<file path="src/rtl/root_stage_sequencer_if.sv">
// Hub FIFO link between the root stage sequencer (master) and the hub arbitration toward the leaves (slave).
interface root_stage_sequencer_if #(
  parameter int HUB_FIFO_WIDTH = 16
);
  logic [HUB_FIFO_WIDTH-1:0] hub_fifo_out_data;
  logic                      hub_fifo_out_valid;
  logic                      hub_fifo_out_ready;
  logic [HUB_FIFO_WIDTH-1:0] hub_fifo_in_data;
  logic                      hub_fifo_in_valid;
  logic                      hub_fifo_in_ready;

  modport master (
    output hub_fifo_out_data, output hub_fifo_out_valid, input hub_fifo_out_ready,
    input  hub_fifo_in_data,  input  hub_fifo_in_valid,  output hub_fifo_in_ready
  );

  modport slave (
    input  hub_fifo_out_data, input  hub_fifo_out_valid, output hub_fifo_out_ready,
    output hub_fifo_in_data,  output hub_fifo_in_valid,  input  hub_fifo_in_ready
  );
endinterface

</file>
<file path="src/rtl/root_stage_sequencer.sv">
// Root-side stage sequencer: broadcasts stage commands, polls leaf status and iterates grow/merge.
// Optional macro STATUS_TIMEOUT_EN adds a POLL_TIMEOUT bound on the status poll.
module root_stage_sequencer #(
  parameter int LEAF_COUNT              = 2,
  parameter int FPGAID_WIDTH            = 2,
  parameter int HUB_FIFO_WIDTH          = 16,
  parameter int ITERATION_COUNTER_WIDTH = 8,
  parameter int MAX_ITERATIONS          = 20,
  parameter int LOAD_CYCLES             = 12,
  parameter int GROW_CYCLES             = 2
`ifdef STATUS_TIMEOUT_EN
  , parameter int POLL_TIMEOUT          = 1024
`endif
) (
  input  logic                               clk,
  input  logic                               reset,
  input  logic                               new_round_start,
  output logic [2:0]                         stage,
  output logic                               result_valid,
  output logic [ITERATION_COUNTER_WIDTH-1:0] iteration_counter,
  output logic [31:0]                        cycle_counter,
  output logic                               deadlock,
  output logic                               busy,
  root_stage_sequencer_if.master             hub
);

  localparam int W     = HUB_FIFO_WIDTH;
  localparam int IW    = ITERATION_COUNTER_WIDTH;
  localparam int CNT_W = 16;
  localparam logic [1:0] MSG_CMD = 2'd0;
  localparam logic [1:0] MSG_REQ = 2'd1;
  localparam logic [1:0] MSG_RSP = 2'd2;
  localparam logic [FPGAID_WIDTH-1:0] LAST_LEAF  = FPGAID_WIDTH'(LEAF_COUNT);
  localparam logic [FPGAID_WIDTH-1:0] FIRST_LEAF = FPGAID_WIDTH'(1);
  localparam logic [IW:0]             MAX_ITER   = (IW + 1)'(MAX_ITERATIONS);

  typedef enum logic [3:0] {
    S_IDLE, S_BCAST_LOAD, S_WAIT_LOAD, S_BCAST_GROW, S_WAIT_GROW,
    S_BCAST_MERGE, S_POLL_SEND, S_POLL_WAIT, S_DONE
  } state_t;

  state_t                  state_q, state_d;
  logic [FPGAID_WIDTH-1:0] leaf_q, leaf_d;
  logic [CNT_W-1:0]        cnt_q, cnt_d;
  logic [LEAF_COUNT-1:0]   responded_q, responded_d;
  logic                    flying_q, flying_d;
  logic                    odd_q, odd_d;
  logic [IW-1:0]           iter_q, iter_d;
  logic [31:0]             cycle_q, cycle_d;
  logic                    deadlock_q, deadlock_d;
  logic                    result_q, result_d;
  logic                    in_ready_q;

  logic                    bcast;
  logic [1:0]              bcast_kind;
  logic [2:0]              bcast_code;
  state_t                  bcast_after;
  logic [2:0]              stage_w;
  logic                    out_valid_w;
  logic [W-1:0]            out_data_w;
  logic [1:0]              rx_kind;
  logic [FPGAID_WIDTH-1:0] rx_id;
  logic                    rx_ok;

  function automatic logic [W-1:0] make_msg(input logic [1:0] kind,
                                            input logic [FPGAID_WIDTH-1:0] id,
                                            input logic [2:0] code);
    logic [W-1:0] m;
    m = '0;
    m[W-1 -: 2] = kind;
    m[W-3 -: FPGAID_WIDTH] = id;
    m[2:0] = code;
    return m;
  endfunction

  assign rx_kind = hub.hub_fifo_in_data[W-1 -: 2];
  assign rx_id   = hub.hub_fifo_in_data[W-3 -: FPGAID_WIDTH];
  assign rx_ok   = hub.hub_fifo_in_valid && in_ready_q && (rx_kind == MSG_RSP) &&
                   (rx_id != '0) && (rx_id <= LAST_LEAF);

  always_comb begin
    state_d     = state_q;
    leaf_d      = leaf_q;
    cnt_d       = cnt_q;
    responded_d = responded_q;
    flying_d    = flying_q;
    odd_d       = odd_q;
    iter_d      = iter_q;
    cycle_d     = cycle_q;
    deadlock_d  = deadlock_q;
    result_d    = 1'b0;
    bcast       = 1'b0;
    bcast_kind  = MSG_CMD;
    bcast_code  = 3'd0;
    bcast_after = state_q;
    stage_w     = 3'd0;
    out_valid_w = 1'b0;
    out_data_w  = '0;

    if (state_q != S_IDLE && cycle_q != 32'hFFFF_FFFF) cycle_d = cycle_q + 32'd1;

    case (state_q)
      S_IDLE: begin
        if (new_round_start) begin
          iter_d     = '0;
          cycle_d    = '0;
          deadlock_d = 1'b0;
          state_d    = S_BCAST_LOAD;
        end
      end
      S_BCAST_LOAD: begin
        stage_w = 3'd1; bcast = 1'b1; bcast_code = 3'd1; bcast_after = S_WAIT_LOAD;
      end
      S_WAIT_LOAD: begin
        stage_w = 3'd1;
        cnt_d   = cnt_q + 1'b1;
        if (cnt_q == CNT_W'(LOAD_CYCLES - 1)) state_d = S_BCAST_GROW;
      end
      S_BCAST_GROW: begin
        stage_w = 3'd2; bcast = 1'b1; bcast_code = 3'd2; bcast_after = S_WAIT_GROW;
      end
      S_WAIT_GROW: begin
        stage_w = 3'd2;
        cnt_d   = cnt_q + 1'b1;
        if (cnt_q == CNT_W'(GROW_CYCLES - 1)) state_d = S_BCAST_MERGE;
      end
      S_BCAST_MERGE: begin
        stage_w = 3'd3; bcast = 1'b1; bcast_code = 3'd3; bcast_after = S_POLL_SEND;
      end
      S_POLL_SEND: begin
        stage_w     = 3'd3;
        responded_d = '0;
        flying_d    = 1'b0;
        odd_d       = 1'b0;
        bcast = 1'b1; bcast_kind = MSG_REQ; bcast_after = S_POLL_WAIT;
      end
      S_POLL_WAIT: begin
        stage_w = 3'd3;
        if (rx_ok) begin
          for (int i = 0; i < LEAF_COUNT; i++)
            if (rx_id == FPGAID_WIDTH'(i + 1)) responded_d[i] = 1'b1;
          flying_d = flying_q | hub.hub_fifo_in_data[1];
          odd_d    = odd_q | hub.hub_fifo_in_data[0];
        end
        // Decision uses the registered bitmaps, i.e. the cycle after the last response.
        if (&responded_q) begin
          if (flying_q) begin
            state_d = S_POLL_SEND;
          end else if (odd_q) begin
            iter_d = (iter_q == '1) ? iter_q : iter_q + 1'b1;
            if ({1'b0, iter_d} < MAX_ITER) begin
              state_d = S_BCAST_GROW;
            end else begin
              deadlock_d = 1'b1;
              state_d    = S_DONE;
            end
          end else begin
            state_d = S_DONE;
          end
        end
`ifdef STATUS_TIMEOUT_EN
        else begin
          cnt_d = cnt_q + 1'b1;
          if (cnt_q == CNT_W'(POLL_TIMEOUT - 1)) begin
            deadlock_d = 1'b1;
            state_d    = S_DONE;
          end
        end
`endif
      end
      S_DONE: begin
        stage_w = 3'd4; bcast = 1'b1; bcast_code = 3'd4; bcast_after = S_IDLE;
        if (hub.hub_fifo_out_ready && leaf_q == LAST_LEAF) result_d = 1'b1;
      end
      default: state_d = S_IDLE;
    endcase

    // Broadcasts walk leaf IDs upward, advancing only on an accepted transfer.
    if (bcast) begin
      out_valid_w = 1'b1;
      out_data_w  = make_msg(bcast_kind, leaf_q, bcast_code);
      if (hub.hub_fifo_out_ready) begin
        if (leaf_q == LAST_LEAF) begin
          leaf_d  = FIRST_LEAF;
          cnt_d   = '0;
          state_d = bcast_after;
        end else begin
          leaf_d = leaf_q + 1'b1;
        end
      end
    end
  end

  always_ff @(posedge clk) begin
    if (!reset) begin
      state_q     <= S_IDLE;
      leaf_q      <= FIRST_LEAF;
      cnt_q       <= '0;
      responded_q <= '0;
      flying_q    <= 1'b0;
      odd_q       <= 1'b0;
      iter_q      <= '0;
      cycle_q     <= '0;
      deadlock_q  <= 1'b0;
      result_q    <= 1'b0;
      in_ready_q  <= 1'b0;
    end else begin
      state_q     <= state_d;
      leaf_q      <= leaf_d;
      cnt_q       <= cnt_d;
      responded_q <= responded_d;
      flying_q    <= flying_d;
      odd_q       <= odd_d;
      iter_q      <= iter_d;
      cycle_q     <= cycle_d;
      deadlock_q  <= deadlock_d;
      result_q    <= result_d;
      in_ready_q  <= 1'b1;
    end
  end

  assign stage                  = stage_w;
  assign result_valid           = result_q;
  assign iteration_counter      = iter_q;
  assign cycle_counter          = cycle_q;
  assign deadlock               = deadlock_q;
  assign busy                   = (state_q != S_IDLE);
  assign hub.hub_fifo_out_valid = out_valid_w;
  assign hub.hub_fifo_out_data  = out_data_w;
  assign hub.hub_fifo_in_ready  = in_ready_q;

endmodule

</file>
<file path="src/flat_wrapper.sv">
// flat-port wrapper written by rule: the top's interface ports become plain ports
module root_stage_sequencer_flat 
#(
  parameter int LEAF_COUNT              = 2,
  parameter int FPGAID_WIDTH            = 2,
  parameter int HUB_FIFO_WIDTH          = 16,
  parameter int ITERATION_COUNTER_WIDTH = 8,
  parameter int MAX_ITERATIONS          = 20,
  parameter int LOAD_CYCLES             = 12,
  parameter int GROW_CYCLES             = 2

)
  (clk, reset, new_round_start, stage, result_valid, iteration_counter, cycle_counter, deadlock, busy, hub_hub_fifo_out_data, hub_hub_fifo_out_valid, hub_hub_fifo_out_ready, hub_hub_fifo_in_data, hub_hub_fifo_in_valid, hub_hub_fifo_in_ready);
  root_stage_sequencer_if #(.HUB_FIFO_WIDTH(HUB_FIFO_WIDTH)) hub_i ();
  input  logic clk;
  input  logic reset;
  input  logic new_round_start;
  output logic [2:0] stage;
  output logic result_valid;
  output logic [ITERATION_COUNTER_WIDTH-1:0] iteration_counter;
  output logic [31:0] cycle_counter;
  output logic deadlock;
  output logic busy;
  output wire logic [$bits(hub_i.hub_fifo_out_data)-1:0] hub_hub_fifo_out_data;
  output wire logic [$bits(hub_i.hub_fifo_out_valid)-1:0] hub_hub_fifo_out_valid;
  input wire logic [$bits(hub_i.hub_fifo_out_ready)-1:0] hub_hub_fifo_out_ready;
  input wire logic [$bits(hub_i.hub_fifo_in_data)-1:0] hub_hub_fifo_in_data;
  input wire logic [$bits(hub_i.hub_fifo_in_valid)-1:0] hub_hub_fifo_in_valid;
  output wire logic [$bits(hub_i.hub_fifo_in_ready)-1:0] hub_hub_fifo_in_ready;
  assign hub_hub_fifo_out_data = hub_i.hub_fifo_out_data;
  assign hub_hub_fifo_out_valid = hub_i.hub_fifo_out_valid;
  assign hub_i.hub_fifo_out_ready = hub_hub_fifo_out_ready;
  assign hub_i.hub_fifo_in_data = hub_hub_fifo_in_data;
  assign hub_i.hub_fifo_in_valid = hub_hub_fifo_in_valid;
  assign hub_hub_fifo_in_ready = hub_i.hub_fifo_in_ready;
  root_stage_sequencer #(.LEAF_COUNT(LEAF_COUNT), .FPGAID_WIDTH(FPGAID_WIDTH), .HUB_FIFO_WIDTH(HUB_FIFO_WIDTH), .ITERATION_COUNTER_WIDTH(ITERATION_COUNTER_WIDTH), .MAX_ITERATIONS(MAX_ITERATIONS), .LOAD_CYCLES(LOAD_CYCLES), .GROW_CYCLES(GROW_CYCLES)) u_core (.clk(clk), .reset(reset), .new_round_start(new_round_start), .stage(stage), .result_valid(result_valid), .iteration_counter(iteration_counter), .cycle_counter(cycle_counter), .deadlock(deadlock), .busy(busy), .hub(hub_i));
endmodule
</file>
<file path="config.mk">
export PLATFORM = sky130hd
export DESIGN_NAME = root_stage_sequencer_flat
export DESIGN_NICKNAME = d
export VERILOG_FILES = /design/src/rtl/root_stage_sequencer_if.sv /design/src/rtl/root_stage_sequencer.sv /design/src/flat_wrapper.sv
export SDC_FILE = /design/constraint.sdc
export NUM_CORES = 1
export LEC_CHECK = 0
export BUFFER_PORTS_ARGS = -buffer_cell sky130_fd_sc_hd__buf_2
export CAP_MARGIN = 20
export CORE_MARGIN = 1
export CORE_UTILIZATION = 45
export CTS_BUF_LIST = sky130_fd_sc_hd__clkbuf_4 sky130_fd_sc_hd__clkbuf_8
export DETAILED_ROUTE_END_ITERATION = 10
export GPL_TIMING_DRIVEN = 0
export PLACE_DENSITY_LB_ADDON = 0.08
export SYNTH_ARGS = -nofsm -noshare
export SYNTH_HDL_FRONTEND = slang
export SYNTH_SLANG_ARGS = --single-unit
</file>
<file path="constraint.sdc">
create_clock -name clk -period 2.21 [get_ports clk]
set_input_delay 0.663 -clock clk [delete_from_list [all_inputs] [get_ports clk]]
set_output_delay 0.663 -clock clk [all_outputs]
set_load 0.02 [all_outputs]
</file>
==> results.py <==
metrics = {
    "setup_path": {
        "cp-end-kind": "output pin",
        "critPathMaxFanout": 4,
        "crit_chain": "or4b_4 > o21a_4 > inv_4 > and2_4 > buf_6",
        "crit_type": "flip-flop to output pin",
        "cp-start-kind": "flip-flop",
        "cp.arrival_ns": 1.72,
        "critPathRequiredTime_ns": 1.55,
        "slowest_delay_ns": 0.55,
        "r2r_cells": 8,
        "crit_slowest_cell": "or4b_4",
    },
    "floorplanning": {
        "start_util_pct": 46.2,
        "die-area_sq_um": 8760,
        "chipWidth_microns": 93.6,
        "ios": 85,
        "num_rows": 33,
        "dieHeight_microns": 93.6,
        "coreArea_sq_um": 8180,
    },
    "status": {
        "failed_checks": "negative setup slack",
        "outcome": "finished, violations left",
    },
    "sta": {
        "slew_violations": 0,
        "skew_ns": 0.0106,
        "rsz0062_at_grt": "yes",
        "worst_pin_slew_ns": 0.635,
        "setup_viol": 6,
        "fin_crit_sh_pct": 108,
        "hold_viol": 0,
        "period_needed_ns": 2.38,
        "fmax_mhz": 419,
        "setup_ws_ns": -0.174,
        "maxSlewHeadroom_pct": 57.1,
        "fin_setup_tns_ns": -0.575,
    },
    "power": {
        "finalPower_w": 0.00292,
        "p_leak_nw": 1.85,
        "p_per_area_nw_per_um2": 614,
        "peakVddDrop_mv": 0.331,
    },
    "synthesis": {
        "synth_edf_count": 0,
        "synth_cell_types": 59,
        "ys.warnings.count": 0,
        "ys_ff_latch": 69,
        "netlist_area_sq_um": 3770,
        "syn_avg_cell_area_sq_um": 7.96,
        "synth_flop_cell": "dfxtp_1",
        "synthArstFlopShare_pct": 0,
        "synth_seq_area_share_pct": 36.6,
        "synth_cells": 474,
    },
    "layout": {
        "seqCellArea_sq_um": 1400,
        "antenna_cells": 0,
        "syn_to_final_growth_pct": 26.2,
        "n_fill_cell": 769,
        "num-nets-final": 597,
        "layout.cells.non_filler": 682,
        "multi_input_area_sq_um": 2290,
        "drive_gt1_share_pct": 27.2,
        "final_util_pct": 58.2,
    },
    "grt": {
        "antenna_found_initial": 0,
        "grtUsageTotal_pct": 22.8,
        "grt_pass1_vias": 3340,
        "grt_pass1_wl_microns": 15700,
        "grt_overflow_total": 0,
        "grt_max_degree": 13,
    },
    "route": {
        "dr_total_vias": 3832,
        "drt_first_pass_iters": 4,
        "postRouteAntennaNets": 0,
        "wl_microns": 9790,
        "route.detailed.drc": 0,
        "vias_per_cell": 5.62,
        "wl_per_cell_microns": 14.4,
        "drt_iter0_drc": 253,
    },
    "clocking": {
        "clockBufferDepth": 2,
        "numCtsBuffers": 9,
        "cts_tree": "built",
        "clkSinkCount": 69,
        "cts_max_level": 3,
        "clockRootBuffer": "clkbuf_8",
        "insertion_delay_ns": 0.36,
        "clk_pin_slew_ns": 0.08,
    },
    "place": {
        "portBuffers": 64,
        "placed_cells": 652,
        "dp_hpwl_microns": 6810,
        "finalWeightedCongestion": 0.904,
    },
    "min_path": {
        "hp-class": "primary input to flip-flop",
        "min_path_cells": 1,
    },
    "job": {
        "maxCapViolations": 0,
    },
}
[cells in the final DEF (no fill, tap or decap), types with 4 or more instances in the layout]
| cell type | count |
|---|---|
| a21oi_1 | 37 |
| a32oi_1 | 4 |
| and4_1 | 5 |
| buf_2 | 66 |
| buf_4 | 29 |
| buf_6 | 6 |
| clkbuf_1 | 5 |
| clkbuf_8 | 9 |
| conb_1 | 10 |
| dfxtp_1 | 64 |
| dfxtp_4 | 4 |
| inv_1 | 8 |
| mux2i_1 | 5 |
| nand2_1 | 45 |
| nand3_1 | 20 |
| nand4_1 | 19 |
| nor2_1 | 45 |
| nor2_2 | 6 |
| nor2b_1 | 6 |
| nor3_1 | 6 |
| nor4_1 | 5 |
| nor4b_1 | 4 |
| o21ai_0 | 32 |
| o31ai_1 | 8 |
| or3_1 | 19 |
| or4_1 | 12 |
| xnor2_1 | 10 |
| xor2_1 | 9 |
[flip-flops by register name (all words and copies together) (netlist names)]
signal and count:
u_core.odd_q 1, u_core.flying_q 1, u_core.iteration_counter 8, u_core.result_valid 1, u_core.cycle_counter 32, u_core.responded_q 2
u_core.state_q 4, u_core.leaf_q 2, u_core.hub.hub_fifo_in_ready 1, u_core.deadlock 1, u_core.cnt_q 16
[per-stage QoR]
| step | setup WS, ns | cell area [sq um] | hold slack (ns) |
|---|---|---|---|
| floorplan | 0.0462 | 3810 | 0.458 |
| global placement | -0.230 | 4260 | 0.473 |
| detailed placement | -0.250 | 4260 | 0.472 |
| CTS | -0.254 | 4600 | 0.458 |
| global route | -0.219 | 4760 | 0.461 |
| finish | -0.174 | 4760 | 0.476 |
[kinds of logic after synthesis]
logic type | after synthesis | share of synthesized area, %
other | 1 | 0.0993
buffers and inverters | 43 | 5.97
adders and majority gates | 4 | 1.33
AOI/OAI and AO/OA | 104 | 16.9
and+or+nand+nor | 229 | 33.3
xor gates and xnor gates | 19 | 4.41
muxes | 5 | 1.33
DFF | 69 | 36.6
[power breakdown]
group / internal (W) / leakage [nW] / switching [W]
combinational: 0.000160 / 1.17 / 0.000209
clock: 0.000762 / 0.120 / 0.000516
sequential: 0.00126 / 0.560 / 0.0000192
[cell type report]
cell class                      count  area share [%]
Tap cell                          105            2.76
Multi-Input combinational cell    371            48.1
Sequential cell                    69            29.3
Inverter                           11           0.920
Clock inverter                      6            2.34
Buffer                             30            3.70
Clock buffer                       10            2.76
Timing Repair Buffer               80            10.1
[worst paths after layout]
check	start	end	slack, ns
max	u_core.state_q[0]	hub_hub_fifo_out_data[13]	-0.17
min	reset	u_core.hub.hub_fifo_in_ready	0.48
max reg2reg	u_core.state_q[0]	u_core.cnt_q[13]	0.10
min reg2reg	u_core.deadlock	u_core.deadlock	0.48
[timing repair]
action                     CTS  global route
setup buffers                5            11
gates cloned                 0             0
setup endpoints to repair   43            40
hold buffers                 0             0
gates resized for setup     18            37
pin swaps                    1             8
hold endpoints to repair     0             0
[metal layers]
layer | GRT usage, % | part of all wire, % | up-vias
li1 | - | - | 1913
met1 | 29.7 | 47 | 1800
met2 | 36.5 | 47 | 103
met3 | 3.66 | 4.6 | 16
met4 | 10.8 | 1.9 | 0
met5 | 0 | 0 | -
[critical path, delay by kind of cell (launching register included)]
| family | cells | cell delay (ns) |
|---|---|---|
| flip-flops | 1 | 0.36 |
| AO/OA/AOI/OAI | 1 | 0.15 |
| AND/OR/NAND/NOR | 2 | 0.69 |
| buffers and inverters | 2 | 0.18 |
[Yosys cell counts, types with 3 or more instances]
cell type	instances	area, sq um
nand3_1	20	100
or4_1	12	90.1
nor2b_1	6	37.5
buf_2	9	45.0
inv_1	10	37.5
and4_1	5	43.8
o211ai_1	3	22.5
clkbuf_1	10	37.5
or3_1	19	119
o31ai_1	8	60.1
a211oi_1	3	22.5
o21bai_1	3	22.5
a21oi_1	37	185
nand4b_1	3	26.3
nand2_1	46	173
nor2_1	50	188
xor2_1	9	78.8
nor4b_1	4	35.0
nor3_2	4	40.0
nand4_1	19	119
and2_1	5	31.3
dfxtp_1	69	1380
nor3_1	6	30.0
nand2b_1	3	18.8
xnor2_1	10	87.6
mux2i_1	5	50.1
a32oi_1	4	35.0
nor4_1	7	43.8
o21ai_0	32	160
ha_1	4	50.1
buf_4	12	90.1
and3_1	3	18.8
No activity file was read; power rests on OpenSTA's default activity.
